`src/rtl/serial_sample_framer_if.sv`:
```
// rtl/serial_sample_framer_if.sv - serial bit input and framed sample output bundle
interface serial_sample_framer_if #(
  parameter int DATA_W = 16
);
  logic              bit_in;
  logic              bit_en;
  logic [DATA_W-1:0] sample_out;
  logic              sample_valid;
  logic              locked;
  logic              sync_err;

  modport master (
    output bit_in, bit_en,
    input  sample_out, sample_valid, locked, sync_err
  );

  modport slave (
    input  bit_in, bit_en,
    output sample_out, sample_valid, locked, sync_err
  );
endinterface

```
`src/rtl/serial_sample_framer.sv`:
```
// rtl/serial_sample_framer.sv - sync-word hunting flywheel framer assembling MSB-first samples
module serial_sample_framer #(
  parameter int                DATA_W     = 16,
  parameter int                SYNC_W     = 8,
  parameter logic [SYNC_W-1:0] SYNC_WORD  = 8'hA5,
  parameter int                MISS_LIMIT = 3
) (
  input logic                   clk,
  input logic                   rst,
  serial_sample_framer_if.slave bus
);
  localparam int CW = $clog2(((DATA_W > SYNC_W) ? DATA_W : SYNC_W) + 1);
  localparam int FW = $clog2(SYNC_W + 1);
  localparam logic [CW-1:0] DATA_LAST = CW'(DATA_W - 1);
  localparam logic [CW-1:0] SYNC_LAST = CW'(SYNC_W - 1);
  localparam logic [FW-1:0] FILL_FULL = FW'(SYNC_W);
  localparam logic [FW-1:0] FILL_MIN  = FW'(SYNC_W - 1);
  localparam logic [3:0]    MISS_MAX  = 4'(MISS_LIMIT);

  typedef enum logic [1:0] {HUNT, DATA, CHECK} state_t;

  state_t            state;
  logic [SYNC_W-1:0] sync_sr;
  logic [DATA_W-1:0] data_sr;
  logic [CW-1:0]     bit_cnt;
  logic [FW-1:0]     fill_cnt;
  logic [3:0]        miss_cnt;
  logic [DATA_W-1:0] sample_out_r;
  logic              sample_valid_r;
  logic              locked_r;
  logic              sync_err_r;

  logic [SYNC_W-1:0] sync_next;
  logic [DATA_W-1:0] data_next;
  logic [3:0]        miss_next;

  assign sync_next = {sync_sr[SYNC_W-2:0], bus.bit_in};
  assign data_next = {data_sr[DATA_W-2:0], bus.bit_in};
  assign miss_next = miss_cnt + 4'd1;

  always_ff @(posedge clk) begin
    if (rst) begin
      state          <= HUNT;
      sync_sr        <= '0;
      data_sr        <= '0;
      bit_cnt        <= '0;
      fill_cnt       <= '0;
      miss_cnt       <= '0;
      sample_out_r   <= '0;
      sample_valid_r <= 1'b0;
      locked_r       <= 1'b0;
      sync_err_r     <= 1'b0;
    end else begin
      sample_valid_r <= 1'b0;
      sync_err_r     <= 1'b0;
      if (bus.bit_en) begin
        unique case (state)
          HUNT: begin
            sync_sr <= sync_next;
            if (fill_cnt != FILL_FULL) fill_cnt <= fill_cnt + FW'(1);
            // fill guard keeps reset zeros from forming part of a match
            if (sync_next == SYNC_WORD && fill_cnt >= FILL_MIN) begin
              state    <= DATA;
              bit_cnt  <= '0;
              miss_cnt <= '0;
              locked_r <= 1'b1;
            end
          end
          DATA: begin
            data_sr <= data_next;
            if (bit_cnt == DATA_LAST) begin
              sample_out_r   <= data_next;
              sample_valid_r <= 1'b1;
              state          <= CHECK;
              bit_cnt        <= '0;
            end else begin
              bit_cnt <= bit_cnt + CW'(1);
            end
          end
          CHECK: begin
            sync_sr <= sync_next;
            if (bit_cnt == SYNC_LAST) begin
              bit_cnt <= '0;
              if (sync_next == SYNC_WORD) begin
                miss_cnt <= '0;
                state    <= DATA;
              end else begin
                sync_err_r <= 1'b1;
                if (miss_next == MISS_MAX) begin
                  // lost lock: restart hunting from an empty window
                  state    <= HUNT;
                  locked_r <= 1'b0;
                  fill_cnt <= '0;
                  miss_cnt <= '0;
                  sync_sr  <= '0;
                end else begin
                  miss_cnt <= miss_next;
                  state    <= DATA;
                end
              end
            end else begin
              bit_cnt <= bit_cnt + CW'(1);
            end
          end
          default: state <= HUNT;
        endcase
      end
    end
  end

  assign bus.sample_out   = sample_out_r;
  assign bus.sample_valid = sample_valid_r;
  assign bus.locked       = locked_r;
  assign bus.sync_err     = sync_err_r;
endmodule

```
`src/flat_wrapper.sv`:
```
// flat-port wrapper written by rule: the top's interface ports become plain ports
module serial_sample_framer_flat 
#(
  parameter int                DATA_W     = 16,
  parameter int                SYNC_W     = 8,
  parameter logic [SYNC_W-1:0] SYNC_WORD  = 8'hA5,
  parameter int                MISS_LIMIT = 3
)
  (clk, rst, bus_bit_in, bus_bit_en, bus_sample_out, bus_sample_valid, bus_locked, bus_sync_err);
  serial_sample_framer_if #(.DATA_W(DATA_W)) bus_i ();
  input logic clk;
  input logic rst;
  input wire logic [$bits(bus_i.bit_in)-1:0] bus_bit_in;
  input wire logic [$bits(bus_i.bit_en)-1:0] bus_bit_en;
  output wire logic [$bits(bus_i.sample_out)-1:0] bus_sample_out;
  output wire logic [$bits(bus_i.sample_valid)-1:0] bus_sample_valid;
  output wire logic [$bits(bus_i.locked)-1:0] bus_locked;
  output wire logic [$bits(bus_i.sync_err)-1:0] bus_sync_err;
  assign bus_i.bit_in = bus_bit_in;
  assign bus_i.bit_en = bus_bit_en;
  assign bus_sample_out = bus_i.sample_out;
  assign bus_sample_valid = bus_i.sample_valid;
  assign bus_locked = bus_i.locked;
  assign bus_sync_err = bus_i.sync_err;
  serial_sample_framer #(.DATA_W(DATA_W), .SYNC_W(SYNC_W), .SYNC_WORD(SYNC_WORD), .MISS_LIMIT(MISS_LIMIT)) u_core (.clk(clk), .rst(rst), .bus(bus_i));
endmodule
```
`config.mk`:
```
export PLATFORM = sky130hd
export DESIGN_NAME = serial_sample_framer_flat
export DESIGN_NICKNAME = d
export VERILOG_FILES = /design/src/rtl/serial_sample_framer_if.sv /design/src/rtl/serial_sample_framer.sv /design/src/flat_wrapper.sv
export SDC_FILE = /design/constraint.sdc
export NUM_CORES = 1
export LEC_CHECK = 0
export CAP_MARGIN = 20
export CELL_PAD_IN_SITES_DETAIL_PLACEMENT = 2
export CELL_PAD_IN_SITES_GLOBAL_PLACEMENT = 2
export CORE_UTILIZATION = 34
export CTS_CLUSTER_DIAMETER = 200
export DETAILED_ROUTE_END_ITERATION = 7
export DONT_BUFFER_PORTS = 1
export PLACE_DENSITY_LB_ADDON = 0.12
export SETUP_SLACK_MARGIN = 0.05
export SYNTH_ARGS = -nofsm -noshare
export SYNTH_HDL_FRONTEND = slang
export SYNTH_SLANG_ARGS = --single-unit
```
`constraint.sdc`:
```
create_clock -name clk -period 2.1 [get_ports clk]
set_clock_uncertainty 0.05 [all_clocks]
set_input_delay 0.315 -clock clk [delete_from_list [all_inputs] [get_ports clk]]
set_output_delay 0.315 -clock clk [all_outputs]
set_load 0.01 [all_outputs]
```
After elaboration in Yosys (flattened, before gate mapping)
Index checks and enable logic that the tools add are counted.

$add $sub $neg: 3. Multipliers: 0. Div/mod/pow operators: 0. $lt $le $gt $ge: 1. Eq/ne operators: 13. Shift-type cells: 0. Mux-type cells: 31. Bitwise operators: 4. Reductions and logical operators: 14.

Operators with widths (number): $mux W4 (8); $mux W7 (3); $pmux W4 S2 (2); $mux W5 (3); $pmux W5 S3 (1); $pmux W7 S2 (1); $reduce_and A6 Y1 (2); $ne A2 B1 Y1 const B (5); $add A4 B1 Y4 const B (2); $eq A8 B8 Y1 const B (1); $mux W2 (4); $reduce_and A4 Y1 (2); $mux W1 (7); $pmux W2 S3 (1); $reduce_and A3 Y1 (2); $add A5 B1 Y5 const B (1); $eq A5 B3 Y1 const B (1); $eq A5 B4 Y1 const B (1); $eq A4 B2 Y1 const B (1); $ge A4 B3 Y1 const B (1); $ne A4 B4 Y1 const B (1); $not A1 Y1 (4); $reduce_and A2 Y1 (2); $reduce_or A4 Y1 (1); other kinds (9) (9).

Register bits: 56. Latch bits: 0. Memory bits (writable): 0. ROM bits: 0. Input port bits: 4. Output and inout bits: 19. Memories kept: 0.

Logic depth before layout (Yosys ltp)
Gate-level depths: netlist of run 1.

Depth in word-level cells: 6. Gate-level depth with buffers: 9. Gate-level depth less buffers: 9.

Worst setup path after synthesis of run 1
Ideal clock, no wire load.

Kind: register -> register. Start: register u_core.state[0]. End: register u_core.miss_cnt[1]. Library setup time: 70 ps. Arrival: 1981 ps. Data required time: 1980 ps. Path slack: -2 ps. Cell stages (with the launch flop): 9. Path buffers: 1. Path through: dfxtp_1 inv_1 ha_1 clkbuf_1 o21ai_1 a21oi_1 nand2_2 or4_1 a21oi_1.

Cells in the longest elaborated chain, start to end: 3. Elaborated cells on any way between the ends: 7. Those cells by class: eq/ne (3); mux (1); reduce/logical (3).

Ends and longest elaborated chain: from (decl) (RTL line serial_sample_framer.sv:22) `state_t state;`; from (signal assigned) (RTL line serial_sample_framer.sv:43) `state <= HUNT;`; from (signal assigned) (RTL line serial_sample_framer.sv:63) `state <= DATA;`; from (signal assigned) (RTL line serial_sample_framer.sv:74) `state <= CHECK;`; $eq A2 B2 Y1 / $logic_not A2 Y1 (equally long branches) (RTL line serial_sample_framer.sv:57) `unique case (state)`; $ne A2 B1 Y1 (no line) / $reduce_bool A2 Y1 (equally long branches); $reduce_and A4 Y1 (no line); to (signal assigned) (RTL line serial_sample_framer.sv:97) `miss_cnt <= miss_next;`; to (decl) (RTL line serial_sample_framer.sv:27) `logic [3:0] miss_cnt;`.

Parallel ways exist; a longest one is shown, timed or not. A chain may end at the register's enable or synchronous reset.

Final worst setup path of run 1
Start: register u_core.sync_sr[2]. End: register u_core.bit_cnt[2].

Cells in the longest elaborated chain, start to end: 4.

Ends and longest elaborated chain: from (decl) (RTL line serial_sample_framer.sv:23) `logic [SYNC_W-1:0] sync_sr;`; from (signal assigned) (RTL line serial_sample_framer.sv:59) `sync_sr <= sync_next;`; from (signal assigned) (RTL line serial_sample_framer.sv:81) `sync_sr <= sync_next;`; $eq A8 B8 Y1 (RTL line serial_sample_framer.sv:62) `if (sync_next == SYNC_WORD && fill_cnt >= FILL_MIN) begin`; $logic_and A1 B1 Y1 (RTL line serial_sample_framer.sv:62); $ne A2 B1 Y1 (no line); $reduce_and A3 Y1 (no line); to (signal assigned) (RTL line serial_sample_framer.sv:77) `bit_cnt <= bit_cnt + CW'(1);`; to (signal assigned) (RTL line serial_sample_framer.sv:102) `bit_cnt <= bit_cnt + CW'(1);`; to (decl) (RTL line serial_sample_framer.sv:25) `logic [CW-1:0] bit_cnt;`.

No other way between the ends.

==> results by group, run 1 <==
Global routing
  – Busiest layer in global routing: met2
  – Largest net degree at the start of global routing: 28
  – Total GRT Usage: 20.71%
  – Met1 GRT Util: 26.94%
  – GR Layer Usage met2: 35.72%
  – Antenna violations before repair: 0
  – First-pass GRT wire length: 12010 um
  – Met3 Usage GRT: 3.412%
  – GRT overflow: 0
  – Vias in the first global route: 2406

Power and ir drop
  – Power share of the clock group: 35.3%
  – P_int: 1.325 mW
  – Combinational share of power: 2.9%
  – Net Switching: 0.4118 mW
  – Sw frac: 23.70%
  – Reg power frac: 61.8%
  – Worst vdd ir: 323.9 uV
  – Leakage power: 0.9890 nW
  – PwrDens: 606.9 nW/um^2
  – Overall power: 1.737 mW

Worst hold path
  – Hold Path Class: in2reg

Routing
  – Initial DRC count: 73
  – Detail Route Antenna Nets: 0
  – Vias per cell: 5.252
  – DRT Wirelength: 7345 um
  – Vias post-DR: 2169
  – Drt pass-1 iters: 4
  – # DRC: 0
  – Routed WL per cell: 17.78 um

Setup path
  – Critical Path Fanout Max: 4
  – Startpoint Class: register
  – Critical Path RT: 2300 ps
  – CP arrival: 2270 ps
  – Setup CP Type: reg2reg
  – Worst setup EP type: register

Floorplan
  – Initial core utilization: 35.83%
  – Die X: 87.32 um
  – Core area: 6907 sq um
  – Die height: 87.32 um
  – FP Rows: 30
  – I/O pin cnt: 23
  – Die area: 7624 sq um

Synthesis
  – Top cells by area, synth: dfxtp_1, nand2_1, a21oi_1
  – Primary FF master, synth: dfxtp_1
  – Post-synthesis net count: 319
  – #FFs+latches synth: 56
  – Ys async rst share: 0%
  – Syn Area/Cell: 8.168 sq um
  – Post-synth EDFFs: 0
  – Unique cell type count in the Yosys netlist: 38
  – Most common cell in the synthesized netlist: nand2_1
  – Fraction of the yosys area taken by sequential cells: 45.30%
  – Synth Instances: 303
  – Leading cell types by count after synthesis: nand2_1, dfxtp_1, a21oi_1, nor2_1, clkbuf_1
  – Synth top area share: 45.30%
  – Post-Syn Area: 2475 sq um
  – Leading area contributor after synthesis: dfxtp_1
  – Ys Warns: 0

STA
  – Slew Viols, Final: 0
  – RSZ-0062 raised after global routing: true
  – Setup violators final: 0
  – Setup_tns: 0 ps
  – Final Cycle Share: 98.23%
  – Endpoints failing hold: 0
  – Maximum clock frequency: 484.8 MHz
  – Slew at the pin with the worst max-slew slack: 865.6 ps
  – Slew HR: 42.10%
  – Minimum clock period: 2063 ps

Placement
  – PortBufs: 0
  – Post-DP HPWL: 4890 um
  – Dpl cell area: 2675 sq um
  – Final GP Congestion: 0.7637

Clock network
  – Hold Buf Count CTS: 2
  – CTS Buffer Depth: 2
  – Clock root buffer: clkbuf_8
  – Skew-Pair Late Insertion Delay: 320 ps
  – CTS tree: done
  – H-tree depth: 2
  – Clk slew on worst S/H paths: 110 ps
  – CTS Buf Count: 5
  – Clk sinks: 56

Layout
  – Area grow syn2layout: 15.67%
  – Antenna Cells: 0
  – Fin area: 2863 sq um
  – Nets: 332
  – Fin util: 41.45%
  – Share of cells above drive strength 1: 14.83%

Run status
  – Status: complete, no violations

Flow run
  – MaxCap Viol Count: 0
stage by stage:
stage,setup WS [ps],hold slack [ps],std cells
6_report,37.20,1.371,413
3_3_place_gp,69.27,339.8,401
2_1_floorplan,78.07,382.1,303
4_1_cts,50.10,0.9235,412
3_5_place_dp,-19.59,341.9,401
5_1_grt,-17.68,-8.832,413
critical path, cell delays in order, from the launching register on:
cell,delay (ps)
dfxtp_2,340
or4b_4,570
o31ai_4,290
nand3b_2,130
or4_4,490
a21oi_2,120
timing repair:
item / CTS / global route
setup buffers: 1 / 1
hold endpoints to repair: 21 / 10
setup endpoints to repair: 9 / 14
resized for setup: 5 / 15
pin swaps: 1 / 4
power by group through the flow:
stage / clock, mW / sequential (mW) / combinational, mW
after floorplan: 0 / 1.10 / 0.0381
after global placement: 0 / 1.10 / 0.0346
final: 0.614 / 1.07 / 0.0500
after CTS: 0.645 / 1.07 / 0.0489
after global routing: 0.679 / 1.08 / 0.0554
after detailed placement: 0 / 1.10 / 0.0361
kinds of logic (layout without fill, tap and decap cells):
kind of cell,count (synthesis),count (layout),synth area share (%)
compound gates,72,72,17.70
fa+ha+maj,12,12,6.067
buf+inv,24,38,3.640
flops,56,56,45.30
mux,5,5,2.022
simple gates,134,134,25.28
path summary, 6_finish.rpt:
path	slack (ps)	from	depth (start not counted)	endpoint
setup / recovery	40	u_core.sync_sr[2]	5	u_core.bit_cnt[2]
hold / removal	1	rst	1	u_core.state[1]
setup reg to reg	40	u_core.sync_sr[2]	5	u_core.bit_cnt[2]
hold reg to reg	430	u_core.data_sr[3]	2	u_core.data_sr[4]
area by class of cell:
type | instances | area [sq um]
Fill cell | 815 | 4044
Multi-Input combinational cell | 223 | 1321
Sequential cell | 56 | 1130
Timing Repair Buffer | 20 | 167.7
Tap cell | 96 | 120.1
Clock buffer | 6 | 72.57
Inverter | 10 | 37.54
Clock inverter | 2 | 13.76
metal layers:
metal  wire [um]  share of wire, %  up-vias
li1            -                 -     1069
met1        3507                48     1063
met2        3566                49       30
met3         185               2.5        7
met4          86               1.2        0
met5           0                 0        -
registers in the layout, summed over array words and instances, names as in the netlist:
register and count:
u_core.bit_cnt 5, u_core.fill_cnt 4, u_core.miss_cnt 4, u_core.bus.sample_valid 1, u_core.bus.locked 1, u_core.data_sr 15
u_core.sync_sr 7, u_core.state 2, u_core.bus.sample_out 16, u_core.bus.sync_err 1
cell usage in the layout, fill, tap and decap left out, types with 2 or more instances in the layout:
master / Yosys / layout
nor2b_2: 0 / 2
a21oi_2: 0 / 2
or3_1: 5 / 5
ha_1: 12 / 10
buf_4: 0 / 17
nor2_1: 18 / 18
o21ai_0: 8 / 7
a21o_1: 2 / 2
inv_1: 10 / 10
dlygate4sd3_1: 0 / 2
nor3_1: 2 / 2
dfxtp_1: 56 / 49
nand4b_1: 2 / 2
nand3_1: 11 / 11
o311ai_1: 2 / 2
a32o_1: 4 / 4
clkbuf_8: 0 / 5
o31ai_1: 2 / 2
nor2b_1: 5 / 3
mux2i_1: 5 / 5
nand2_1: 75 / 75
a311oi_1: 3 / 3
and2_1: 3 / 3
a21oi_1: 45 / 43
dfxtp_2: 0 / 7
Note: power is estimated with default switching activity, not from simulation.
==> run 2, diff against run 1 <==
CAP_MARGIN = default   (was 20)
CORE_ASPECT_RATIO = 0.8   (was default)
==> results by group, run 2 (synthesis gave the netlist of run 1 again) <==
Run status
  – Status: finished, violations left (was complete, no violations)
  – Failing checks: negative hold slack

Global routing
  – Busiest layer in global routing: met2 (unchanged)
  – Antenna violations before repair: 0 (unchanged)
  – GRT overflow: 0 (unchanged)
  – Met3 Usage GRT: 4.363% (was 3.412%)
  – Total GRT Usage: 19.11% (was 20.71%)
  – Vias in the first global route: 2232 (was 2406)
  – First-pass GRT wire length: 11560 um (was 12010 um)
  – Met1 GRT Util: 27.99% (was 26.94%)
  – GR Layer Usage met2: 28.60% (was 35.72%)
  – Largest net degree at the start of global routing: 51 (was 28)

Layout
  – Fin util: 41.87% (was 41.45%)
  – Commonest non-fill, non-tap cell in the layout: nand2_1 (unchanged)
  – Leading cell types in the layout, fill and taps excluded: nand2_1, dfxtp_1, a21oi_1, buf_4, nor2_1 (was nand2_1, dfxtp_1, a21oi_1, nor2_1, buf_4)
  – FILL cells: 783 (was 815)
  – Area of the multi-input gates: 1353 sq um (was 1321 sq um)
  – Fin cells: 407 (was 413)
  – Antenna Cells: 0 (unchanged)
  – Share of cells above drive strength 1: 17.81% (was 14.83%)
  – Area grow syn2layout: 17.74% (was 15.67%)
  – Nets: 335 (was 332)
  – Reg area: 1127 sq um (was 1130 sq um)
  – Max reg flops: 16 (unchanged)

Setup path
  – Startpoint Class: register (unchanged)
  – Worst setup EP type: register (unchanged)
  – Cell depth of the worst setup path: 6 (was 5)
  – CP arrival: 2250 ps (was 2270 ps)
  – Worst Setup SP: u_core.sync_sr[3] (was u_core.sync_sr[2])
  – Largest stage delay on the critical path: 560 ps (was 570 ps)
  – Critical Path Fanout Max: 3 (was 4)
  – Top delay family on crit path: simple AND/OR/NAND/NOR gates (unchanged)
  – Worst flop-to-flop path endpoint: u_core.bit_cnt[2] (unchanged)
  – R2r setup slk: 50 ps (was 40 ps)
  – Worst path slowest cell: or4b_4 (unchanged)
  – R2r worst-path depth: 6 (was 5)
  – Setup CP Type: reg2reg (unchanged)
  – Reg-to-Reg Start: u_core.sync_sr[3] (was u_core.sync_sr[2])
  – Critical Path RT: 2300 ps (about the same)
  – CP Cell Sequence: or4b_4 > o31ai_4 > buf_4 > nand3b_4 > or4_4 > a21oi_2 (was or4b_4 > o31ai_4 > nand3b_2 > or4_4 > a21oi_2)
  – CP Buf/Inv Count: 1 (was 0)
  – Crit path to: u_core.bit_cnt[2] (unchanged)

STA
  – RSZ-0062 raised after global routing: true (unchanged)
  – Endpoints failing hold: 2 (was 0)
  – Maximum clock frequency: 487.7 MHz (was 484.8 MHz)
  – Slew at the pin with the worst max-slew slack: 563.2 ps (was 865.6 ps)
  – Slew HR: 62.36% (was 42.10%)
  – Slew Viols, Final: 0 (unchanged)
  – Final Cycle Share: 97.63% (was 98.23%)
  – Setup violators final: 0 (unchanged)
  – Setup_tns: 0 ps (unchanged)
  – Final hold slack: -5.289 ps (was 1.371 ps)
  – Minimum clock period: 2050 ps (was 2063 ps)

Power and ir drop
  – Reg power frac: 58.5% (was 61.8%)
  – Leakage power: 1.026 nW (was 0.9890 nW)
  – Sw frac: 21.73% (was 23.70%)
  – Combinational share of power: 2.0% (was 2.9%)
  – Net Switching: 0.3990 mW (was 0.4118 mW)
  – Worst vdd ir: 318.9 uV (was 323.9 uV)
  – Power share of the clock group: 39.5% (was 35.3%)
  – Overall power: 1.836 mW (was 1.737 mW)
  – PwrDens: 630.0 nW/um^2 (was 606.9 nW/um^2)
  – P_int: 1.437 mW (was 1.325 mW)

Placement
  – Post-DP HPWL: 4661 um (was 4890 um)
  – Post-Place Cells: 393 (was 401)
  – PortBufs: 0 (unchanged)
  – Final GP Congestion: 0.7407 (was 0.7637)

Clock network
  – Clk sinks: 56 (unchanged)
  – CTS Buffer Depth: 2 (unchanged)
  – CTS Buf Count: 5 (unchanged)
  – H-tree depth: 2 (unchanged)
  – Clock root buffer: clkbuf_8 (unchanged)
  – Skew-Pair Late Insertion Delay: 320 ps (about the same)
  – CTS tree: done (unchanged)
  – Clk slew on worst S/H paths: 100 ps (was 110 ps)

Routing
  – Detail Route Antenna Nets: 0 (unchanged)
  – # DRC: 0 (unchanged)
  – Drt pass-1 iters: 4 (unchanged)
  – Vias per cell: 5.263 (was 5.252)
  – DRT Wirelength: 7061 um (was 7345 um)
  – Initial DRC count: 76 (was 73)
  – Routed WL per cell: 17.35 um (was 17.78 um)
  – Vias post-DR: 2142 (was 2169)

Flow run
  – MaxCap Viol Count: 0 (unchanged)

Floorplan
  – Initial core utilization: 35.56% (was 35.83%)
  – I/O pin cnt: 23 (unchanged)
  – Die area: 7626 sq um (was 7624 sq um)
  – Die X: 97.39 um (was 87.32 um)
  – Die height: 78.31 um (was 87.32 um)
  – Core area: 6959 sq um (was 6907 sq um)
  – FP Rows: 27 (was 30)

Worst hold path
  – Hold Path Class: in2reg (unchanged)
-- run 2: cell types whose count changed in the layout (fill, tap and decap cells not counted), moves of 2 or more --
cell,previous run,this run
dfxtp_1,49,51
buf_4,17,22
dfxtp_2,7,5
o21ai_0,7,5
dlygate4sd3_1,2,0
-- run 2: how the worst min path moves through the flow --
| stage | from | depth (start not counted) | to |
|---|---|---|---|
| 4_1_cts | rst | 1 | u_core.fill_cnt[3] |
| 6_report | rst | 1 | u_core.fill_cnt[0] |
| 3_3_place_gp | rst | 1 | u_core.miss_cnt[3] |
| 5_1_grt | rst | 1 | u_core.fill_cnt[0] |
| 2_1_floorplan | u_core.data_sr[14] | 2 | u_core.bus.sample_out[15] |
| 3_5_place_dp | rst | 1 | u_core.miss_cnt[3] |
-- run 2: repair_timing --
item / CTS / global route
endpoints found under the setup margin: 9 / 19
setup buffers: 4 / 2
endpoints found under the hold margin: 11 / 20
pin swaps: 5 / 4
resized for setup: 13 / 16
-- run 2: power groups by stage --
stage               logic, mW  registers [mW]  clock network, mW
finish                 0.0372            1.07              0.725
global route           0.0421            1.07              0.792
CTS                    0.0368            1.07              0.753
detailed placement     0.0362            1.10                  0
global placement       0.0352            1.10                  0
floorplan              0.0381            1.10                  0
-- run 2: area by class of cell --
class / count / share of cell area [%]
Tap cell: 87 / 3.736
Clock buffer: 5 / 2.362
Inverter: 10 / 1.288
Multi-Input combinational cell: 223 / 46.41
Clock inverter: 3 / 1.460
Sequential cell: 56 / 38.69
Timing Repair Buffer: 23 / 6.054
-- run 2: per-stage QoR --
stage / instance area, sq um / setup slack [ps]
2_1_floorplan: 2476 / 78.07
3_3_place_gp: 2659 / 50.79
3_5_place_dp: 2659 / -48.89
4_1_cts: 2834 / 49.03
5_1_grt: 2914 / -35.42
6_report: 2914 / 49.67
-- run 2: worst register-to-register path: cells and delay by family, from the launching register on --
family                 cells  cell delay (ps)
and+or+nand+nor            3             1070
AOI/OAI and AO/OA          2              380
buffers and inverters      1              160
DFF                        1              330
-- run 2: metal layers --
metal / up-vias / share of wire [%]
li1: 1077 / -
met3: 4 / 2.6
met5: - / 0
met4: 0 / 0.69
met1: 1041 / 52
met2: 20 / 44
